[src/rtl/ram_ctrl_pkg.sv]
// Shared types and constants for the I2C-to-RAM byte sequencer.
package ram_ctrl_pkg;

  typedef enum logic [2:0] {
    IDLE,
    PTR,
    WRITE,
    RD_FETCH,
    RD_WAIT,
    RD_HOLD
  } ram_ctrl_state_e;

  localparam int         RAM_CTRL_AW_DEFAULT = 3;
  localparam logic [7:0] RAM_CTRL_FILL       = 8'hFF;

endpackage

[src/rtl/i2c_ram_ctrl.sv]
// Byte sequencer between the I2C target PHY and the RAM array; the pointer persists across transactions.
// RAM_CTRL_WRAP_EN: pointer wraps at the top of RAM; undefined, it saturates and reads return RAM_CTRL_FILL.
module i2c_ram_ctrl
  import ram_ctrl_pkg::*;
#(
  parameter int AW = RAM_CTRL_AW_DEFAULT
) (
  input  logic            clk,
  input  logic            rst_n,
  input  logic            ev_start,
  input  logic            ev_stop,
  input  logic            ev_addr,
  input  logic            ev_rw,
  input  logic            rx_valid,
  input  logic [7:0]      rx_data,
  output logic            rx_ack,
  // tx_valid stays high until the PHY pulses tx_take (byte consumed) or tx_nack
  // (master ends the read); tx_data is stable whenever tx_valid is high.
  output logic [7:0]      tx_data,
  output logic            tx_valid,
  input  logic            tx_take,
  input  logic            tx_nack,
  output logic            ram_en,
  output logic            ram_we,
  output logic [AW-1:0]   ram_addr,
  output logic [7:0]      ram_wdata,
  input  logic [7:0]      ram_rdata,
  output logic            busy,
  output ram_ctrl_state_e state_dbg
);

  localparam int            DEPTH   = 2 ** AW;
  localparam logic [AW-1:0] PTR_MAX = AW'(DEPTH - 1);

  ram_ctrl_state_e state_q, state_d;
  logic [AW-1:0]   ptr_q, ptr_d;
  logic            sat_q, sat_d;
  logic            rx_ack_q, rx_ack_d;
  logic [7:0]      tx_data_q, tx_data_d;
  logic            tx_valid_q, tx_valid_d;
  logic            ram_en_q, ram_en_d;
  logic            ram_we_q, ram_we_d;
  logic [AW-1:0]   ram_addr_q, ram_addr_d;
  logic [7:0]      ram_wdata_q, ram_wdata_d;
  logic [AW:0]     adv;
  logic [7:0]      rd_byte;

  // Returns {saturated, next pointer}.
  function automatic logic [AW:0] ptr_advance(input logic [AW-1:0] p);
`ifdef RAM_CTRL_WRAP_EN
    return {1'b0, p + AW'(1)};
`else
    if (p == PTR_MAX) return {1'b1, p};
    else              return {1'b0, p + AW'(1)};
`endif
  endfunction

  assign adv     = ptr_advance(ptr_q);
  assign rd_byte = sat_q ? RAM_CTRL_FILL : ram_rdata;

  always_comb begin
    state_d     = state_q;
    ptr_d       = ptr_q;
    sat_d       = sat_q;
    rx_ack_d    = rx_ack_q;
    tx_data_d   = tx_data_q;
    tx_valid_d  = tx_valid_q;
    ram_en_d    = 1'b0;
    ram_we_d    = 1'b0;
    ram_addr_d  = ram_addr_q;
    ram_wdata_d = ram_wdata_q;

    // The write pointer moves as the write strobe completes, even if the bus ends meanwhile.
    if (ram_en_q && ram_we_q) begin
      ptr_d = adv[AW-1:0];
      sat_d = adv[AW];
    end

    if (ev_start || ev_stop) begin
      state_d    = IDLE;
      tx_valid_d = 1'b0;
    end else begin
      case (state_q)
        IDLE: begin
          if (ev_addr) begin
            if (ev_rw) begin
              state_d    = RD_FETCH;
              ram_en_d   = !sat_d;
              ram_addr_d = ptr_d;
            end else begin
              state_d = PTR;
            end
          end
        end
        PTR: begin
          if (rx_valid) begin
            if (int'(rx_data) < DEPTH) begin
              ptr_d    = rx_data[AW-1:0];
              sat_d    = 1'b0;
              rx_ack_d = 1'b1;
              state_d  = WRITE;
            end else begin
              rx_ack_d = 1'b0;
            end
          end
        end
        WRITE: begin
          if (rx_valid) begin
            if (!sat_q) begin
              ram_en_d    = 1'b1;
              ram_we_d    = 1'b1;
              ram_addr_d  = ptr_q;
              ram_wdata_d = rx_data;
              rx_ack_d    = 1'b1;
            end else begin
              rx_ack_d = 1'b0;
            end
          end
        end
        RD_FETCH: state_d = RD_WAIT;
        RD_WAIT: begin
          tx_data_d  = rd_byte;
          tx_valid_d = 1'b1;
          if (!sat_q) begin
            ptr_d = adv[AW-1:0];
            sat_d = adv[AW];
          end
          state_d = RD_HOLD;
        end
        RD_HOLD: begin
          if (tx_nack) begin
            tx_valid_d = 1'b0;
            state_d    = IDLE;
          end else if (tx_take) begin
            tx_valid_d = 1'b0;
            state_d    = RD_FETCH;
            ram_en_d   = !sat_q;
            ram_addr_d = ptr_q;
          end
        end
        default: state_d = IDLE;
      endcase
    end
  end

  always_ff @(posedge clk or negedge rst_n) begin
    if (!rst_n) begin
      state_q     <= IDLE;
      ptr_q       <= '0;
      sat_q       <= 1'b0;
      rx_ack_q    <= 1'b0;
      tx_data_q   <= '0;
      tx_valid_q  <= 1'b0;
      ram_en_q    <= 1'b0;
      ram_we_q    <= 1'b0;
      ram_addr_q  <= '0;
      ram_wdata_q <= '0;
    end else begin
      state_q     <= state_d;
      ptr_q       <= ptr_d;
      sat_q       <= sat_d;
      rx_ack_q    <= rx_ack_d;
      tx_data_q   <= tx_data_d;
      tx_valid_q  <= tx_valid_d;
      ram_en_q    <= ram_en_d;
      ram_we_q    <= ram_we_d;
      ram_addr_q  <= ram_addr_d;
      ram_wdata_q <= ram_wdata_d;
    end
  end

  // The fetched byte is presented in the RAM's data cycle so a read completes one cycle after the strobe.
  assign tx_valid  = tx_valid_q | (state_q == RD_WAIT);
  assign tx_data   = (state_q == RD_WAIT) ? rd_byte : tx_data_q;
  assign rx_ack    = rx_ack_q;
  assign ram_en    = ram_en_q;
  assign ram_we    = ram_we_q;
  assign ram_addr  = ram_addr_q;
  assign ram_wdata = ram_wdata_q;
  assign busy      = (state_q != IDLE);
  assign state_dbg = state_q;

endmodule

[config.mk]
export PLATFORM = sky130hd
export DESIGN_NAME = i2c_ram_ctrl
export DESIGN_NICKNAME = d
export VERILOG_FILES = /design/src/rtl/ram_ctrl_pkg.sv /design/src/rtl/i2c_ram_ctrl.sv
export SDC_FILE = /design/constraint.sdc
export NUM_CORES = 1
export LEC_CHECK = 0
export CAP_MARGIN = 0
export CORE_MARGIN = 5
export CORE_UTILIZATION = 40
export CTS_CLUSTER_SIZE = 20
export DETAILED_ROUTE_END_ITERATION = 8
export PLACE_DENSITY = 0.7
export SLEW_MARGIN = 20
export SYNTH_ARGS = -nofsm -noshare
export SYNTH_HDL_FRONTEND = slang
export SYNTH_SLANG_ARGS = --single-unit
export TNS_END_PERCENT = 1
[constraint.sdc]
create_clock -name clk -period 2.6 [get_ports clk]
set_input_delay 0.52 -clock clk [delete_from_list [all_inputs] [get_ports clk]]
set_output_delay 0.52 -clock clk [all_outputs]
set_load 0.01 [all_outputs]
==> results of run 1 <==
-- power groups by stage --
stage	Sequential, mW	Clock, mW	Combinational (mW)
detailed placement	0.646	0	0.606
global route	0.654	0.423	0.658
CTS	0.640	0.401	0.612
finish	0.639	0.391	0.605
global placement	0.641	0	0.600
floorplan	0.659	0	0.272
-- through the flow --
stage | utilization | worst slack, ns | total power, mW
floorplan | - | 0.746 | 0.931
finish | 0.591 | 0.105 | 1.64
global route | 0.591 | 0.00623 | 1.73
detailed placement | 0.568 | 0.223 | 1.25
global placement | 0.568 | 0.270 | 1.24
CTS | 0.590 | 0.0803 | 1.65
-- cell families (layout without fill, tap and decap cells) --
kind of cell / after synthesis / after routing / synth area share
buffers and inverters: 13 / 73 / 0.0329
AND/OR/NAND/NOR: 65 / 65 / 0.202
adder cells (fa/ha/maj): 1 / 1 / 0.00730
AO/OA/AOI/OAI: 42 / 42 / 0.167
flip-flops: 30 / 30 / 0.438
multiplexers: 22 / 22 / 0.143
XOR/XNOR: 2 / 2 / 0.0102
-- timing repair --
item / 4_1_cts / 5_1_grt
resized for setup: 0 / 1
hold endpoints to repair: 0 / 0
setup endpoints to repair: 0 / 1
-- worst max-delay path by stage --
| stage | slack, ns | to | from |
|---|---|---|---|
| final | 0.10 | tx_data[0] | state_dbg[1]$_DFFE_PN0P_ |
| after global routing | 0.006 | tx_data[0] | state_dbg[1]$_DFFE_PN0P_ |
| after CTS | 0.08 | tx_data[0] | state_dbg[1]$_DFFE_PN0P_ |
| after detailed placement | 0.22 | sat_q$_DFF_PN0_ | rx_data[7] |
| after global placement | 0.27 | sat_q$_DFF_PN0_ | rx_data[7] |
| after floorplan | 0.75 | tx_data[0] | state_dbg[1]$_DFFE_PN0P_ |
-- routing by layer --
| metal | wire [um] | track usage | share of wire |
|---|---|---|---|
| met1 | 1920 | 0.237 | 0.43 |
| met2 | 2030 | 0.239 | 0.46 |
| met3 | 452 | 0.0686 | 0.10 |
| met4 | 42 | 0.0602 | 0.0094 |
| met5 | 0 | 0 | 0 |
-- synth_stat cells (2+ instances only) --
cell / n
nor2_1: 24
a21o_1: 2
dfrtp_1: 30
nand2b_1: 3
mux2_1: 3
a22o_1: 2
nand3_1: 2
buf_2: 3
nand4_1: 2
o22ai_1: 2
a21oi_1: 17
o21ai_0: 6
inv_1: 4
or3_1: 4
nor2b_1: 3
o211ai_1: 4
mux2_2: 17
clkbuf_1: 4
or2_2: 3
and2_1: 3
mux2i_1: 2
xnor2_1: 2
nand2_1: 12
-- registers in the layout (all words and copies together) (netlist names) --
name / count
ram_wdata: 8
tx_data_q: 8
state_dbg: 3
ram_addr: 3
ram_en: 1
tx_valid_q: 1
ptr_q: 3
rx_ack: 1
ram_we: 1
sat_q: 1
-- layout make-up --
class | instances | share of cell area
Inverter | 5 | 0.00777
Timing Repair Buffer | 60 | 0.241
Clock inverter | 1 | 0.00207
Clock buffer | 7 | 0.0357
Multi-Input combinational cell | 132 | 0.377
Tap cell | 50 | 0.0259
Sequential cell | 30 | 0.311
==> results.cfg, run 1 <==
[outcome]
outcome = finished, final reports clean

[grt]
grt_pass1_vias = 1464
grt_remaining_overflow = 0
grt_pass1_wl_um = 7190
antenna_found_initial = 0
grt_max_degree = 31
grt.total_usage = 0.170

[clocking]
cts_tree = built
cts_sinks = 30
cts.path.max_buffers = 2
post_cts_buffers = 0
clk_pin_slew_ns = 0.07
cts_hold_buf = 0
numCtsBuffers = 5
cts_root_buf = clkbuf_8
cts_max_level = 2
clk_latency_ns = 0.29

[critical_path]
criticalPathCategory = reg -> out
reg2reg_slack_ns = 0.66
ff2ff_path_depth = 5
r2r-start = state_dbg[1]$_DFFE_PN0P_
crit_fanout = 20
critPathLaunchType = flip-flop
path_depth = 5
crit_required_ns = 2.08
cp_data_arrival_time_ns = 1.98
crit_path_end_kind = output port
cpMaxStageDelayCell = clkdlybuf4s50_1
worstReg2RegEnd = ram_addr[1]$_DFFE_PN0P_
path_delay_family = buffers and inverters
crit_buf_inv = 2
crit_path_cell_trace = nor3b_2 > buf_6 > nor2_1 > a21oi_1 > clkdlybuf4s50_1
slowest_delay_ns = 0.59

[sta]
fmax_ghz = 0.401
finalHoldViolations = 0
worst_pin_slew_ns = 0.389
setup_viol = 0
maxSlewViolCount = 0
post-route-period-util = 0.960
tns_ns = 0
rsz0062_at_grt = false
worst_slew_margin_rel = 0.737
fin_skew_ns = 0.0103
fin_hold_ws_ns = 0.498
fin_crit_ns = 2.50

[worst_hold_path]
holdCritStartpoint = ram_addr[1]$_DFFE_PN0P_
hold_class = reg -> reg
min_delay_worst_endpoint = ram_addr[1]$_DFFE_PN0P_
hold_path_depth = 1

[detailed_routing]
totalWireLength_um = 4450
viasPerCell = 5.40
drtAntennaViolNets = 0
num_vias = 1540
drtPass1Iterations = 4
avgRoutedWirePerCell_um = 15.6
drt_iter0_markers = 157
drc = 0

[power]
ir_worst_vdd_mv = 0.395
pwr-share-comb = 0.370
switching_share = 0.300
p_int_mw = 1.14
clockPowerShare = 0.239
p_leak_nw = 1.01
power.density_nw_per_um2 = 677
switching_power_uw = 490
seqPwrFrac = 0.391

[placed_design]
io_buffer_count = 51
place.gp.congestion = 0.844
dp.cells = 277
placed_area_um2 = 2320
detailed_place_hpwl_um = 3310

[finish]
seqCellArea_um2 = 751
multi_input_area_um2 = 911
fillers = 370
final_cell_mix = clkdlybuf4s50_1, dfrtp_1, nor2_1
layout_commonest_cell = clkdlybuf4s50_1
nNetsFinal = 260
final_design_area_no_fill_um2 = 2420
area_growth_pct = 41.1
diodes = 0
fin_cells = 285
drive_above_1_share = 0.179

[run]
timing.max_cap.violations = 0

[synthesis]
synthFlopType = dfrtp_1
async_flop_share = 1.00
yosysSeqAreaShare = 0.438
synth_fp_nets = 201
synth_seq_cells = 30
synthTopCellsByArea = dfrtp_1, mux2_2, nor2_1
yosys_warnings = 0
synth_enable_flop_cells = 0
synth_top_area_share = 0.438
syn_area_um2 = 1710
synth_area_leader_cell = dfrtp_1
synth_cells = 175
synth.distinct_cells = 44
avgSynthCellArea_um2 = 9.79

[die]
die_x_um = 75.4
io_pins = 52
die_area_um2 = 5690
rows = 23
die_h_um = 75.4
start_util = 0.419
core_area_um2 = 4090
No activity file was read; power rests on OpenSTA's default activity.
==> run 2: changes to the inputs <==
--- a/config.mk
+++ b/config.mk
@@ -6,7 +6,7 @@
 export NUM_CORES = 1
 export LEC_CHECK = 0
 export CAP_MARGIN = 0
-export CORE_MARGIN = 5
+export CORE_MARGIN = 4
 export CORE_UTILIZATION = 40
 export CTS_CLUSTER_SIZE = 20
 export DETAILED_ROUTE_END_ITERATION = 8
==> run 2 against run 1 <==
First-iteration DRC count decreased by 14%. Clock-buffer cell count stayed put. Critical path depth did not move. Utilization is 0.23 points lower. Register-to-register slack worse by 0.05 ns. Total power fell by 1.2%. Setup slack gained 0.091 ns. Sequential power hardly changed. Fmax up 3.8%. Combinational power shrank 1%. Hold slack got worse by 0.00084 ns. Sequential cell count stayed put. Critical path type unchanged. Critical endpoint is now tx_data[7]. Largest cell class unchanged.
==> results.cfg, run 2 (synthesized netlist as in run 1, its figures left out) <==
[sta]
worst_pin_slew_ns = 0.542
fmax_ghz = 0.416
setup_viol = 0
tns_ns = 0
rsz0062_at_grt = false
post-route-period-util = 0.925
finalHoldViolations = 0
fin_hold_ws_ns = 0.497
fin_skew_ns = 0.00350
fin_crit_ns = 2.40
maxSlewViolCount = 0
worst_slew_margin_rel = 0.639

[critical_path]
slowest_delay_ns = 0.56
crit_path_cell_trace = nor3b_2 > buf_4 > nor2_1 > a21oi_1 > clkdlybuf4s50_1
cpMaxStageDelayCell = clkdlybuf4s50_1
crit_fanout = 20
critPathLaunchType = flip-flop
crit_required_ns = 2.08
criticalPathCategory = reg -> out
reg2reg_slack_ns = 0.61
cp_data_arrival_time_ns = 1.88
crit_path_end_kind = output port

[grt]
grt_max_degree = 31
grt_pass1_wl_um = 7170
grt_pass1_vias = 1462
antenna_found_initial = 0
grt.total_usage = 0.169
grt_remaining_overflow = 0

[clocking]
cts_resized = 0
cts_max_level = 2
clk_latency_ns = 0.27
cts_root_buf = clkbuf_8
cts.path.max_buffers = 2
post_cts_buffers = 0
cts_tree = built
cts_sinks = 30
cts_hold_buf = 0
clk_pin_slew_ns = 0.06
numCtsBuffers = 5

[power]
seqPwrFrac = 0.394
clockPowerShare = 0.236
switching_power_uw = 471
power.density_nw_per_um2 = 676
switching_share = 0.292
ir_worst_vdd_mv = 0.396
p_leak_nw = 1.00
pwr-share-comb = 0.370
p_int_mw = 1.14

[detailed_routing]
drt_iter0_markers = 135
totalWireLength_um = 4250
drtPass1Iterations = 4
drc = 0
avgRoutedWirePerCell_um = 15.1
viasPerCell = 5.28
drtAntennaViolNets = 0
num_vias = 1490

[worst_hold_path]
hold_class = reg -> reg

[placed_design]
place.gp.congestion = 0.877
detailed_place_hpwl_um = 3120
io_buffer_count = 51

[finish]
final_cell_mix = clkdlybuf4s50_1, dfrtp_1, nor2_1
drive_above_1_share = 0.168
seqCellArea_um2 = 751
fillers = 362
diodes = 0
layout_commonest_cell = clkdlybuf4s50_1
multi_input_area_um2 = 911
nNetsFinal = 257
area_growth_pct = 39.5

[run]
timing.max_cap.violations = 0

[die]
start_util = 0.422
core_area_um2 = 4060
die_x_um = 73.4
io_pins = 52
die_area_um2 = 5390
rows = 23
die_h_um = 73.4

[outcome]
outcome = finished, final reports clean
run 2: cell types whose count changed in the layout (fill, tap and decap cells not counted), sizes merged:
cell | before | now
buf | 9 | 6
run 2: power groups by stage:
stage          clock network, mW  registers [mW]  logic, mW
6_report                   0.381           0.636      0.599
5_1_grt                    0.420           0.653      0.656
4_1_cts                    0.391           0.636      0.608
3_5_place_dp                   0           0.643      0.604
3_3_place_gp                   0           0.640      0.598
2_1_floorplan                  0           0.659      0.272
run 2: final cells by class:
| cell class | count | area share |
|---|---|---|
| clock buffers | 7 | 0.0361 |
| clock inverters | 1 | 0.00209 |
| inverters | 5 | 0.00785 |
| multi-input cells | 132 | 0.381 |
| flip-flops and latches | 30 | 0.314 |
| well taps | 50 | 0.0262 |
| repair buffers | 57 | 0.232 |
run 2: through the flow:
stage | power [mW] | cells | utilization | worst slack, ns | cell area (um^2)
after floorplan | 0.931 | 175 | - | 0.746 | 1710
after global placement | 1.24 | 274 | 0.566 | 0.279 | 2300
after detailed placement | 1.25 | 274 | 0.566 | 0.234 | 2300
after CTS | 1.63 | 282 | 0.589 | 0.181 | 2390
after global routing | 1.73 | 282 | 0.589 | 0.0164 | 2390
final | 1.62 | 282 | 0.589 | 0.196 | 2390
run 2: path summary, 6_finish.rpt:
kind / from / end / cells past startpoint
hold reg to reg: ram_addr[2]$_DFFE_PN0P_ / ram_addr[2]$_DFFE_PN0P_ / 1
min in group asynchronous: rst_n / ram_wdata[0]$_DFFE_PN0P_ / 2
hold / removal: ram_addr[2]$_DFFE_PN0P_ / ram_addr[2]$_DFFE_PN0P_ / 1
setup / recovery: state_dbg[1]$_DFFE_PN0P_ / tx_data[7] / 5
setup reg to reg: state_dbg[0]$_DFFE_PN0P_ / ram_addr[1]$_DFFE_PN0P_ / 5
max in group asynchronous: rst_n / ram_addr[2]$_DFFE_PN0P_ / 2
run 2: critical path: cells and delay by family (launching register included):
kind	cells	cell delay [ns]
AOI/OAI and AO/OA	1	0.16
buffers and inverters	2	0.82
DFF	1	0.39
and+or+nand+nor	2	0.25
run 2: metal layers:
layer,GRT usage,vias to the layer above,share of wire
met5,0,-,0
met4,0.0362,0,0.010
met3,0.0328,4,0.042
met2,0.262,39,0.47
met1,0.245,704,0.47
li1,-,743,-
==> run 3: changes to the inputs <==
--- a/config.mk
+++ b/config.mk
@@ -15,4 +15,4 @@
 export SYNTH_ARGS = -nofsm -noshare
 export SYNTH_HDL_FRONTEND = slang
 export SYNTH_SLANG_ARGS = --single-unit
-export TNS_END_PERCENT = 1
+export TNS_END_PERCENT = 50
==> results of run 3 <==
The final DEF is identical to that of run 2; final timing and power are the same.
